**config.mk**
```make
export PLATFORM = sky130hd
export DESIGN_NAME = fetch_stage
export DESIGN_NICKNAME = d
export VERILOG_FILES = /design/src/rtl/pipeline_pkg.sv /design/src/rtl/fetch_ctrl_fsm.sv /design/src/rtl/fetch_stage.sv
export SDC_FILE = /design/constraint.sdc
export NUM_CORES = 1
export LEC_CHECK = 0
export ABC_CLOCK_PERIOD_IN_PS = 11800
export CAP_MARGIN = 20
export CORE_ASPECT_RATIO = 1.1
export CORE_MARGIN = 5
export CORE_UTILIZATION = 49
export CTS_BUF_LIST = sky130_fd_sc_hd__clkbuf_4 sky130_fd_sc_hd__clkbuf_8
export CTS_CLUSTER_SIZE = 24
export DETAILED_ROUTE_END_ITERATION = 6
export GPL_TIMING_DRIVEN = 0
export PLACE_DENSITY = 0.95
export SETUP_SLACK_MARGIN = 0.4
export SLEW_MARGIN = 15
export SYNTH_ARGS = -nofsm -noshare
export SYNTH_HDL_FRONTEND = slang
export SYNTH_SLANG_ARGS = --single-unit
export TNS_END_PERCENT = 50
```
**constraint.sdc**
```tcl
create_clock -name clk -period 11.8 [get_ports clk]
set_input_delay 2.36 -clock clk [delete_from_list [all_inputs] [get_ports clk]]
set_output_delay 2.36 -clock clk [all_outputs]
set_load 0.05 [all_outputs]
```
**src/rtl/pipeline_pkg.sv**
```systemverilog
// rtl/pipeline_pkg.sv - shared types and constants for the fetch pipeline
package pipeline_pkg;

  typedef enum logic [1:0] {
    RUN    = 2'd0,
    DRAIN  = 2'd1,
    HALTED = 2'd2
  } fetch_state_e;

  localparam int unsigned PC_STEP          = 4;
  localparam int unsigned IMEM_BYTES       = 256;
  localparam logic [31:0] NOP_WORD_DEFAULT = 32'h0000_0000;

endpackage

```
**src/rtl/fetch_ctrl_fsm.sv**
```systemverilog
// rtl/fetch_ctrl_fsm.sv - fetch sequencing FSM: RUN, DRAIN, HALTED plus drain counter
module fetch_ctrl_fsm
  import pipeline_pkg::*;
#(
  parameter int unsigned DRAIN_CYCLES = 4
) (
  input  logic clk,
  input  logic reset,
  input  logic stall,
  input  logic branch_taken,
  input  logic at_end,
  output logic do_fetch,
  output logic do_bubble,
  output logic do_redirect,
  output logic done
);

  localparam int CW = (DRAIN_CYCLES > 1) ? $clog2(DRAIN_CYCLES + 1) : 1;
  localparam logic [CW-1:0] DRAIN_INIT = CW'(DRAIN_CYCLES);

  fetch_state_e   state_q, state_d;
  logic [CW-1:0]  cnt_q, cnt_d;
  logic           done_q, done_d;

  always_comb begin
    state_d     = state_q;
    cnt_d       = cnt_q;
    do_fetch    = 1'b0;
    do_bubble   = 1'b0;
    do_redirect = 1'b0;
    // HALTED ignores every request; only reset leaves it
    if (state_q != HALTED) begin
      if (branch_taken) begin
        do_redirect = 1'b1;
        state_d     = RUN;
        cnt_d       = '0;
      end else if (!stall) begin
        if (state_q == RUN) begin
          if (!at_end) begin
            do_fetch = 1'b1;
          end else begin
            do_bubble = 1'b1;
            state_d   = DRAIN;
            cnt_d     = DRAIN_INIT;
          end
        end else begin
          do_bubble = 1'b1;
          if (cnt_q <= CW'(1)) begin
            state_d = HALTED;
            cnt_d   = '0;
          end else begin
            cnt_d = cnt_q - CW'(1);
          end
        end
      end
    end
    done_d = (state_d == HALTED);
  end

  always_ff @(posedge clk or posedge reset) begin
    if (reset) begin
      state_q <= RUN;
      cnt_q   <= '0;
      done_q  <= 1'b0;
    end else begin
      state_q <= state_d;
      cnt_q   <= cnt_d;
      done_q  <= done_d;
    end
  end

  assign done = done_q;

endmodule

```
**src/rtl/fetch_stage.sv**
```systemverilog
// rtl/fetch_stage.sv - instruction fetch stage: PC, ROM addressing and IF/ID register
module fetch_stage
  import pipeline_pkg::*;
#(
  parameter int unsigned DRAIN_CYCLES = 4,
  parameter logic [31:0] NOP_WORD     = NOP_WORD_DEFAULT
) (
  input  logic        clk,
  input  logic        reset,
  input  logic        stall,
  input  logic        branch_taken,
  input  logic [31:0] branch_target,
  input  logic [8:0]  prog_len,
  input  logic [31:0] imem_instr,
  output logic [7:0]  imem_addr,
  output logic [31:0] pc_out,
  output logic [31:0] if_id_instr,
  output logic [31:0] if_id_pc,
  output logic        if_id_valid,
  output logic        done,
  output logic [15:0] fetch_count
);

  logic [31:0] pc_q, pc_d;
  logic [31:0] instr_q, instr_d;
  logic [31:0] ifpc_q, ifpc_d;
  logic        valid_q, valid_d;
  logic [15:0] cnt_q, cnt_d;
  logic        at_end, do_fetch, do_bubble, do_redirect;

  assign at_end = (pc_q >= {23'd0, prog_len});

  fetch_ctrl_fsm #(
    .DRAIN_CYCLES(DRAIN_CYCLES)
  ) u_ctrl (
    .clk         (clk),
    .reset       (reset),
    .stall       (stall),
    .branch_taken(branch_taken),
    .at_end      (at_end),
    .do_fetch    (do_fetch),
    .do_bubble   (do_bubble),
    .do_redirect (do_redirect),
    .done        (done)
  );

  always_comb begin
    pc_d    = pc_q;
    instr_d = instr_q;
    ifpc_d  = ifpc_q;
    valid_d = valid_q;
    cnt_d   = cnt_q;
    if (do_fetch) begin
      pc_d    = pc_q + 32'(PC_STEP);
      instr_d = imem_instr;
      ifpc_d  = pc_q;
      valid_d = 1'b1;
      cnt_d   = (cnt_q == 16'hFFFF) ? cnt_q : cnt_q + 16'd1;
    end else if (do_bubble) begin
      instr_d = NOP_WORD;
      valid_d = 1'b0;
    end else if (do_redirect) begin
      pc_d    = {branch_target[31:2], 2'b00};
      instr_d = NOP_WORD;
      ifpc_d  = pc_q;
      valid_d = 1'b0;
    end
  end

  always_ff @(posedge clk or posedge reset) begin
    if (reset) begin
      pc_q    <= '0;
      instr_q <= NOP_WORD;
      ifpc_q  <= '0;
      valid_q <= 1'b0;
      cnt_q   <= '0;
    end else begin
      pc_q    <= pc_d;
      instr_q <= instr_d;
      ifpc_q  <= ifpc_d;
      valid_q <= valid_d;
      cnt_q   <= cnt_d;
    end
  end

  assign pc_out      = pc_q;
  assign imem_addr   = pc_q[7:0];
  assign if_id_instr = instr_q;
  assign if_id_pc    = ifpc_q;
  assign if_id_valid = valid_q;
  assign fetch_count = cnt_q;

endmodule

```
==> run summary <==
Status - finished, final reports clean
CP Capture Type - register
All-Layer GR Usage - 0.264
Number of synthesized flops with an enable pin - 0
WP data required - 12.12 ns
WL final - 15.6 mm
Fin. Hold Viols - 0
Synth cell types - 48
Layout cells sized above 1 - 0.125
Avg WL per Cell - 18.5 µm
Hold Crit Class - reg -> reg
Initial antenna violation count - 0
Endpoints failing setup - 0
Pin count of the biggest net entering global routing - 66
Pwr dens - 257 nW/µm²
CTS Buffer Depth - 2
Pre-CTS WS - 6.68 ns
Final Util - 0.745
Setup Skew - 0.0141 ns
Slew HR - 0.556
Post-route minimum period - 4.69 ns
Largest area contributor in the netlist - dfrtp_1
Cell Count, Final, Fillers Out - 843
ANT cells - 0
Reg clk slew, reported paths - 0.07 ns
Mapped Cells - 492
Number of remaining DRC errors - 0
Fmax - 0.213 GHz
CP arrival - 5.01 ns
CTS H-Tree Depth - 4
Max VDD drop - 0.227 mV
Seq/Total Area, Yosys - 0.567
Final Max Tran Viols - 0
Die width - 107 µm
Rows - 39
Global placer's final weighted congestion - 0.868
Post-cts hold buffer count - 0
Buffer count from post-CTS setup fixing - 0
Actual slew at the worst max-slew pin - 0.666 ns
Yosys Warn Count - 0
Register bit count reported by yosys - 115
Initial Util - 0.495
Routed Antenna Nets - 0
Part of the cycle the worst path needs - 0.397
Via count - 4558
Ys async rst share - 1.00
Layout overhead on the synthesized area - 50.5%
CTS tree - built
Drt initial violations - 203
Syn_area_per_cell - 10.3 µm²
Crit-path max FO - 10
Clk_lat worst skew - 0.44 ns
Clock root buffer - clkbuf_8
CTS sink count - 115
Post-DP HPWL - 11.6 mm
Grt ovf - 0
DRT Pass-1 Iters - 5
Setup TNS - 0 ns
TritonCTS buffer count - 17
Final net count - 795
Via density - 5.41
I/O Pins - 199
CTS resizes - 0
Cells after DPL - 811
Port Buffer Count - 190
Startpoint types - primary input
Leading post-synthesis cells by cell area - dfrtp_1 57%, nand2_1 9.1%, mux2_2 6.7%, o21ai_0 3.8%, ha_1 2.7%
Vias in the first global route - 4836
Max-cap violations - 0
Core area - 10200 µm²
Global-route wire length before repair - 25.1 mm
Leak - 3.39 nW
RSZ-0062 raised after global routing - no
Die height - 117 µm
Die ar. - 12500 µm²
Final Worst Setup Slack - 7.11 ns
Synth top area share - 0.567
Post-Syn Area - 5070 µm²
Synth Flop Type - dfrtp_1
Kind of critical path - in -> reg
## synthesized netlist by cell type, drive strengths merged, types with 2 or more instances
cell type / count
and3: 2
a22o: 8
dfrtp: 115
nand2: 124
nor3: 10
xnor2: 4
buf: 21
inv: 18
nand3: 12
xor2: 10
a21oi: 10
clkbuf: 12
a31oi: 3
nor4: 10
o21ai: 38
or3: 3
a22oi: 3
nand4: 8
and2: 2
ha: 11
nor2: 17
mux2: 30
## flip-flops by register name (all words and copies together) (netlist names)
name / cells
fetch_count: 16
pc_out: 30
if_id_pc: 30
u_ctrl.state_q: 2
u_ctrl.done: 1
if_id_valid: 1
if_id_instr: 32
u_ctrl.cnt_q: 3
## routing by layer
layer	track usage	part of all wire	wire (µm)
met5	0	0	0
met4	0.124	0.030	468
met1	0.290	0.36	5650
met2	0.455	0.52	8050
met3	0.100	0.094	1460
## stage by stage
step                hold slack [ns]  power [mW]  area (µm²)
CTS                           0.498        1.96        7630
floorplan                     0.512        1.19        5090
global placement              0.474        1.51        7150
finish                        0.496        1.96        7630
detailed placement            0.481        1.54        7180
global route                  0.524        2.05        7630
## cells by family (layout without fill, tap and decap cells)
logic type | Yosys count | in the layout | synth area share
AOI/OAI and AO/OA | 76 | 76 | 0.0928
adders and majority gates | 11 | 11 | 0.0271
muxes | 30 | 30 | 0.0666
other | 1 | 6 | 0.000739
xor gates and xnor gates | 14 | 14 | 0.0242
DFF | 115 | 115 | 0.567
and+or+nand+nor | 194 | 194 | 0.171
buffers and inverters | 51 | 274 | 0.0501
## power breakdown
group | leakage (nW) | switching, mW | internal (mW) | total [mW]
Combinational | 1.67 | 0.605 | 0.329 | 0.934
Clock | 0.229 | 0.159 | 0.256 | 0.415
Sequential | 1.49 | 0.109 | 0.500 | 0.608
Total | 3.39 | 0.873 | 1.09 | 1.96
## final cells by class
class	instances	area, µm²
well taps	123	154
plain buffers	33	186
inverters	18	72.6
repair buffers	191	1930
flip-flops and latches	115	2880
multi-input cells	331	1960
clock inverters	9	150
fillers	679	2620
clock buffers	23	304
## cell usage in the layout (no fill, tap or decap), drive strengths merged, types with 8 or more instances in the layout
master / count
clkdlybuf4s50: 190
nand2: 124
dfrtp: 115
o21ai: 38
clkbuf: 35
mux2: 30
buf: 22
inv: 18
nor2: 17
nand3: 12
ha: 11
xor2: 10
nor3: 10
a21oi: 10
nor4: 10
nand4: 8
a22o: 8
## critical path: stages
cell and delay (ns):
clkdlybuf4s50_1 0.47, inv_1 0.05, ha_1 0.31, nand4_1 0.11
a211oi_1 0.46, nor4_4 0.11, a21oi_2 0.37, buf_2 0.37
mux2_2 0.39
## final timing paths
path	slack, ns	start	cells past startpoint	to
worst max-delay path	7.11	prog_len[7]	9	if_id_pc[15]
worst max register to register	9.02	pc_out[6]	7	if_id_pc[15]
worst min register to register	0.50	if_id_pc[7]	2	if_id_pc[7]
max in group asynchronous	8.77	reset	3	if_id_pc[3]
min in group asynchronous	2.38	reset	2	if_id_pc[11]
worst min-delay path	0.50	if_id_pc[7]	2	if_id_pc[7]
Power figures use the tool's default switching activity.
